--- src/rtl/regfile_wb_queue.sv ---
// -----------------------------------------------------------------------------
// regfile_wb_queue
//   Write-back queue feeding the register-file write port. Results from the
//   execute/memory result mux are buffered in a small FIFO and retired at most
//   one per cycle as (wb_rd_o, wb_data_o, wb_regwrite_o). Results aimed at r0
//   are accepted but dropped. The register file itself is never touched here.
//
//   Optional build macro: WBQ_BYPASS_EN
//     defined   : combinational forwarding lookup on q_rs_i / q_rt_i that sees
//                 queued entries (youngest first), then the entry currently on
//                 the write port.
//     undefined : lookup ports ignored, forwarding outputs tied to zero.
//
// Ports
//   clk_i           rising-edge clock
//   rst_i           asynchronous active-high reset
//   push_valid_i    producer offers a result
//   push_ready_o    queue not full (registered occupancy only)
//   push_rd_i       destination register of offered result
//   push_data_i     offered result value
//   wb_stall_i      hold retirement this cycle
//   wb_rd_o         register-file rd
//   wb_data_o       register-file write data
//   wb_regwrite_o   register-file RegWrite, one cycle per retired entry
//   q_count_o       occupancy 0..DEPTH
//   q_rs_i, q_rt_i  forwarding lookup addresses
//   fwd_rs_hit_o, fwd_rt_hit_o  lookup hit flags
//   fwd_rs_o, fwd_rt_o          forwarded values
// -----------------------------------------------------------------------------
module regfile_wb_queue #(
    parameter int DEPTH = 4,
    parameter int PTR_W = 2
) (
    input  logic             clk_i,
    input  logic             rst_i,
    input  logic             push_valid_i,
    output logic             push_ready_o,
    input  logic [4:0]       push_rd_i,
    input  logic [31:0]      push_data_i,
    input  logic             wb_stall_i,
    output logic [4:0]       wb_rd_o,
    output logic [31:0]      wb_data_o,
    output logic             wb_regwrite_o,
    output logic [PTR_W:0]   q_count_o,
    input  logic [4:0]       q_rs_i,
    input  logic [4:0]       q_rt_i,
    output logic             fwd_rs_hit_o,
    output logic             fwd_rt_hit_o,
    output logic [31:0]      fwd_rs_o,
    output logic [31:0]      fwd_rt_o
);

    logic [4:0]       rd_mem_q   [DEPTH];
    logic [31:0]      data_mem_q [DEPTH];

    logic [PTR_W-1:0] wr_ptr_q, wr_ptr_d;
    logic [PTR_W-1:0] rd_ptr_q, rd_ptr_d;
    logic [PTR_W:0]   count_q,  count_d;
    logic [4:0]       wb_rd_q,  wb_rd_d;
    logic [31:0]      wb_data_q, wb_data_d;
    logic             wb_regwrite_q, wb_regwrite_d;

    logic push_fire;
    logic store;
    logic pop;

    // NOTE: every signal driven here gets a default first, so no path leaves
    // a value unassigned and no latch is inferred.
    always_comb begin
        push_ready_o  = (count_q != (PTR_W+1)'(DEPTH));
        push_fire     = push_valid_i & push_ready_o;
        // Writes to r0 complete the handshake but are discarded.
        store         = push_fire && (push_rd_i != 5'd0);
        pop           = (count_q != '0) && !wb_stall_i;

        wr_ptr_d      = wr_ptr_q;
        rd_ptr_d      = rd_ptr_q;
        count_d       = count_q;
        wb_rd_d       = wb_rd_q;
        wb_data_d     = wb_data_q;
        wb_regwrite_d = 1'b0;

        if (store) begin
            wr_ptr_d = wr_ptr_q + 1'b1;
        end
        if (pop) begin
            rd_ptr_d      = rd_ptr_q + 1'b1;
            wb_rd_d       = rd_mem_q[rd_ptr_q];
            wb_data_d     = data_mem_q[rd_ptr_q];
            wb_regwrite_d = 1'b1;
        end
        count_d = count_q + (PTR_W+1)'(store) - (PTR_W+1)'(pop);
    end

    // NOTE: entry storage carries no reset; validity is defined solely by the
    // pointers and count, so stale contents are never observed.
    always_ff @(posedge clk_i) begin
        if (store) begin
            rd_mem_q[wr_ptr_q]   <= push_rd_i;
            data_mem_q[wr_ptr_q] <= push_data_i;
        end
    end

    // NOTE: state registers use non-blocking assignments so every register
    // samples pre-edge values regardless of statement order.
    always_ff @(posedge clk_i or posedge rst_i) begin
        if (rst_i) begin
            wr_ptr_q      <= '0;
            rd_ptr_q      <= '0;
            count_q       <= '0;
            wb_rd_q       <= '0;
            wb_data_q     <= '0;
            wb_regwrite_q <= 1'b0;
        end else begin
            wr_ptr_q      <= wr_ptr_d;
            rd_ptr_q      <= rd_ptr_d;
            count_q       <= count_d;
            wb_rd_q       <= wb_rd_d;
            wb_data_q     <= wb_data_d;
            wb_regwrite_q <= wb_regwrite_d;
        end
    end

    assign wb_rd_o       = wb_rd_q;
    assign wb_data_o     = wb_data_q;
    assign wb_regwrite_o = wb_regwrite_q;
    assign q_count_o     = count_q;

`ifdef WBQ_BYPASS_EN
    typedef struct packed {
        logic        hit;
        logic [31:0] data;
    } fwd_t;

    // Older sources are applied first so younger matches overwrite them:
    // the write-port entry is older than anything still queued, and queue
    // slots are walked head (oldest) to tail (youngest).
    function automatic fwd_t lookup(input logic [4:0] q);
        fwd_t             r;
        logic [PTR_W-1:0] idx;
        r = '0;
        if (q != 5'd0) begin
            if (wb_regwrite_q && (wb_rd_q == q)) begin
                r.hit  = 1'b1;
                r.data = wb_data_q;
            end
            for (int k = 0; k < DEPTH; k++) begin
                idx = rd_ptr_q + PTR_W'(k);
                if (((PTR_W+1)'(k) < count_q) && (rd_mem_q[idx] == q)) begin
                    r.hit  = 1'b1;
                    r.data = data_mem_q[idx];
                end
            end
        end
        return r;
    endfunction

    fwd_t rs_res, rt_res;

    always_comb begin
        rs_res = lookup(q_rs_i);
        rt_res = lookup(q_rt_i);
    end

    assign fwd_rs_hit_o = rs_res.hit;
    assign fwd_rs_o     = rs_res.data;
    assign fwd_rt_hit_o = rt_res.hit;
    assign fwd_rt_o     = rt_res.data;
`else
    logic unused_lookup;
    assign unused_lookup = ^{q_rs_i, q_rt_i};

    assign fwd_rs_hit_o = 1'b0;
    assign fwd_rs_o     = '0;
    assign fwd_rt_hit_o = 1'b0;
    assign fwd_rt_o     = '0;
`endif

endmodule

--- config.mk ---
export PLATFORM = sky130hd
export DESIGN_NAME = regfile_wb_queue
export DESIGN_NICKNAME = d
export VERILOG_FILES = /design/src/rtl/regfile_wb_queue.sv
export SDC_FILE = /design/constraint.sdc
export NUM_CORES = 1
export LEC_CHECK = 0
export CAP_MARGIN = 0
export CELL_PAD_IN_SITES_DETAIL_PLACEMENT = 0
export CELL_PAD_IN_SITES_GLOBAL_PLACEMENT = 1
export CORE_MARGIN = 2
export CORE_UTILIZATION = 40
export DETAILED_ROUTE_END_ITERATION = 12
export PLACE_DENSITY = 0.75
export SYNTH_ARGS = -nofsm -noshare
export SYNTH_HDL_FRONTEND = slang
export SYNTH_SLANG_ARGS = --single-unit
export TNS_END_PERCENT = 100
--- constraint.sdc ---
create_clock -name clk_i -period 3.2 [get_ports clk_i]
set_clock_uncertainty 0.15 [all_clocks]
set_input_delay 0.64 -clock clk_i [delete_from_list [all_inputs] [get_ports clk_i]]
set_output_delay 0.64 -clock clk_i [all_outputs]
set_load 0.02 [all_outputs]
==> results_tabular.tex <==
\begin{tabular}{lr}
\hline
Metric & Value \\
\hline
\multicolumn{2}{l}{\textbf{Setup path}} \\
\quad Critical path, cell by cell & clkdlybuf4s50\_1, or4\_1, o211a\_4, inv\_1, ha\_1, inv\_1, ha\_1, inv\_1, fa\_1, xnor2\_1, xnor2\_1 \\
\quad Critical Path Max Stage Delay & 0.60 ns \\
\quad RR Startpoint & q\_count\_o[1]\$\_DFF\_PP0\_ \\
\quad End of the worst register-to-register path & q\_count\_o[2]\$\_DFF\_PP0\_ \\
\quad Crit path arrival time & 3.18 ns \\
\quad Most numerous cell on the critical path & inv\_1 \\
\quad Category of the worst setup path launch point & primary input \\
\quad CP Buf/Inv Count & 4 \\
\quad Critical path capture point type & register \\
\quad Largest delay contributor family on the critical path & adder cells \\
\quad Worst EP required & roughly 3.4 ns \\
\quad Maximum fanout along the worst path & 5 \\
\quad CP Depth & 11 \\
\quad Reg2Reg Depth & 10 \\
\quad Crit path kind & in -> reg \\
\quad Cell with the largest stage delay on the worst path & or4\_1 \\
\quad R2R Setup Slk & 0.61 ns \\
\multicolumn{2}{l}{\textbf{Finish}} \\
\quad Filler cells & 1528 \\
\quad Most common library cell in the layout ignoring fill and taps & edfxtp\_1 \\
\quad Share of final-layout standard cells stronger than drive strength 1 & 0.259 \\
\quad Core Util, Final & 0.490 \\
\quad Number of antenna diodes & 0 \\
\quad Total area of multi-input combinational cells & 1740 um2 \\
\quad Summed area of non-filler cells in the final layout & 9170 um2 \\
\quad Net total in the final layout & between 500 and 600 \\
\quad Area Growth Syn to Fin & 20.0\% \\
\quad Sequential cell area in the final layout & about 5600 um2 \\
\quad Most frequent cells in the layout & edfxtp\_1, clkdlybuf4s50\_1, conb\_1 \\
\multicolumn{2}{l}{\textbf{Synthesis}} \\
\quad Distinct cell type count after synthesis & 23 \\
\quad Syn Area/Cell & 20.3 um2 \\
\quad Synthesized flop and latch total & 193 \\
\quad Top FF cell, synth & edfxtp\_1 \\
\quad Sequential fraction of the synthesis area & 0.729 \\
\quad Synthesized cell area & 7640 um2 \\
\quad Ys async rst share & 0.233 \\
\quad Syn Inst Count & about 380 \\
\quad EDFF count, synth & 148 \\
\quad Total of warnings raised by yosys & 0 \\
\multicolumn{2}{l}{\textbf{Clock tree}} \\
\quad Clock buffer count from CTS & 17 \\
\quad Number of H-tree levels & 4 \\
\quad Buffer cell driving the clock tree root & clkbuf\_16 \\
\quad Clock tree from TritonCTS & yes \\
\quad Clock latency on the worst-skew pair & about 0.42 ns \\
\quad Total of hold buffers inserted after clock tree synthesis & 0 \\
\quad Maximum count of clock buffers along a single path & 2 \\
\quad Clock-pin slew on the worst setup and hold paths & about 0.06 ns \\
\quad Total setup buffers inserted after CTS & 0 \\
\quad Post\_cts resized & 0 \\
\quad Sink Count & 193 \\
\multicolumn{2}{l}{\textbf{Die}} \\
\quad Core box area & 18700 um2 \\
\quad Number of rows in the core area & 50 \\
\quad Chip Height & between 100 and 150 um \\
\quad Starting density of the core & 0.409 \\
\quad Width of the die & 142 um \\
\quad Total Die Area & 20200 um2 \\
\quad I/O pin count & $\sim$160 \\
\multicolumn{2}{l}{\textbf{STA}} \\
\quad Setup-violating endpoint count in the final report & 0 \\
\quad Number of pins with negative max-slew slack in the final report & 0 \\
\quad Number of failing hold endpoints at the final stage & 0 \\
\quad Worst slew margin relative to its limit & 0.459 \\
\quad Worst Tran Pin Value & 0.811 ns \\
\quad Total negative slack for setup checks & 0 ns \\
\quad Fmax & 335 MHz \\
\quad Final hold slack & $\sim$0.35 ns \\
\quad Unrepaired setup endpoints after global routing & no \\
\quad Minimum clock period & approximately 3.0 ns \\
\quad Part of the cycle the worst path needs & 0.934 \\
\multicolumn{2}{l}{\textbf{Min path}} \\
\quad Endpoint of the worst hold-timing path & wb\_data\_o[10]\$\_DFFE\_PP0P\_ \\
\quad HP Class & reg -> reg \\
\quad Hold path startpoint & wb\_data\_o[10]\$\_DFFE\_PP0P\_ \\
\quad Number of instances on the worst hold path & 1 \\
\multicolumn{2}{l}{\textbf{Placed design}} \\
\quad Routability congestion estimate from global placement & around 0.72 \\
\quad Half-perimeter wire length of the detailed placement result & 8250 um \\
\quad Port-buffer cells & between 80 and 90 \\
\quad Post-Place Cell Area & around 8600 um2 \\
\multicolumn{2}{l}{\textbf{Drt}} \\
\quad Sum of routed wire length over all layers & 13100 um \\
\quad Final antenna-violating net count & 0 \\
\quad Number of vias in the routed layout & 3474 \\
\quad DRT iter0 DRCs & 170 \\
\quad DR DRC count & 0 \\
\quad Post-DR wirelength/cell & 18.0 um \\
\quad Mean number of vias per cell & 4.80 \\
\quad Initial DRT Pass Iterations & 7 \\
\multicolumn{2}{l}{\textbf{Power}} \\
\quad Cell area power density & 920 nW/um2 \\
\quad IR Drop Worst-Case VDD & $\sim$0.65 mV \\
\quad Leakage power total & 0.00328 uW \\
\multicolumn{2}{l}{\textbf{GRT}} \\
\quad First-pass GRT wire length & a little over 20000 um \\
\quad Global Route Usage Sum & 0.137 \\
\quad Largest net degree at the start of global routing & 40 \\
\quad Vias in the first global route & 3569 \\
\quad Number of antenna violations at the first check in global routing & 0 \\
\quad Sum of overflow across all layers after global routing & 0 \\
\multicolumn{2}{l}{\textbf{Flow run}} \\
\quad Max capacitance violation total & 0 \\
\multicolumn{2}{l}{\textbf{Status}} \\
\quad Outcome & completed \\
\hline
\end{tabular}
[cell usage after synthesis (all sizes together) (2+ instances only)]
| cell type | n | area (um2) |
|---|---|---|
| xor2 | 2 | 17.5 |
| buf | 77 | 561 |
| and2 | 4 | 25.0 |
| edfxtp | 148 | 4440 |
| dfrtp | 45 | 1130 |
| ha | 6 | 75.1 |
| xnor2 | 3 | 26.3 |
| mux2 | 38 | 432 |
| inv | 7 | 26.3 |
| mux4 | 37 | 833 |
[logic make-up (layout without fill, tap and decap cells)]
family,count (synthesis),after routing,share of synthesized area
adder cells (fa/ha/maj),7,7,0.0124
AND/OR/NAND/NOR,9,9,0.00753
other,1,66,0.000491
AO/OA/AOI/OAI,1,1,0.00229
flip-flops,193,193,0.729
XOR/XNOR,5,5,0.00573
multiplexers,75,75,0.165
buffers and inverters,85,134,0.0773
[flip-flops by register name, summed over array words and instances, names as in the netlist]
register,cells
data_mem_q,128
wb_data_o,32
rd_mem_q,20
wb_rd_o,5
q_count_o,3
rd_ptr_q,2
wr_ptr_q,2
wb_regwrite_o,1
[report_power, final]
part / switching (uW) / total (uW) / internal [uW]
Sequential: 460 / 3870 / 3410
Clock: 846 / 1970 / 1130
Combinational: 1160 / 2590 / 1430
Total: 2470 / 8440 / 5970
[how the worst max path moves through the flow]
stage | to | slack [ns] | from
6_report | q_count_o[2]$_DFF_PP0_ | 0.21 | push_rd_i[0]
5_1_grt | q_count_o[2]$_DFF_PP0_ | 0.1 | push_rd_i[0]
4_1_cts | q_count_o[2]$_DFF_PP0_ | 0.23 | push_rd_i[0]
3_5_place_dp | q_count_o[2]$_DFF_PP0_ | -0.21 | push_rd_i[0]
3_3_place_gp | q_count_o[2]$_DFF_PP0_ | -0.15 | push_rd_i[3]
2_1_floorplan | q_count_o[2]$_DFF_PP0_ | 0.37 | push_rd_i[0]
[stage by stage]
stage / worst slack [ns] / cells / total power [uW]
6_report: 0.212 / 724 / 8440
2_1_floorplan: 0.374 / 441 / 5530
5_1_grt: 0.0973 / 724 / 8880
3_3_place_gp: -0.154 / 693 / 6510
3_5_place_dp: -0.206 / 693 / 6580
4_1_cts: 0.230 / 724 / 8580
[layer usage]
| metal | GRT usage | vias up | share of wire |
|---|---|---|---|
| li1 | - | 1522 | - |
| met1 | 0.175 | 1800 | 0.43 |
| met2 | 0.226 | 139 | 0.50 |
| met3 | 0.0448 | 13 | 0.066 |
| met4 | 0.0421 | 0 | 0.012 |
| met5 | 0 | - | 0 |
[cell type report]
cell class                      instances  share of cell area
Sequential cell                       193               0.608
Multi-Input combinational cell        163               0.190
Timing Repair Buffer                   96               0.106
Clock buffer                           22              0.0517
Tap cell                              234              0.0319
Clock inverter                          9             0.00928
Inverter                                7             0.00287
No activity file was read; power rests on OpenSTA's default activity.
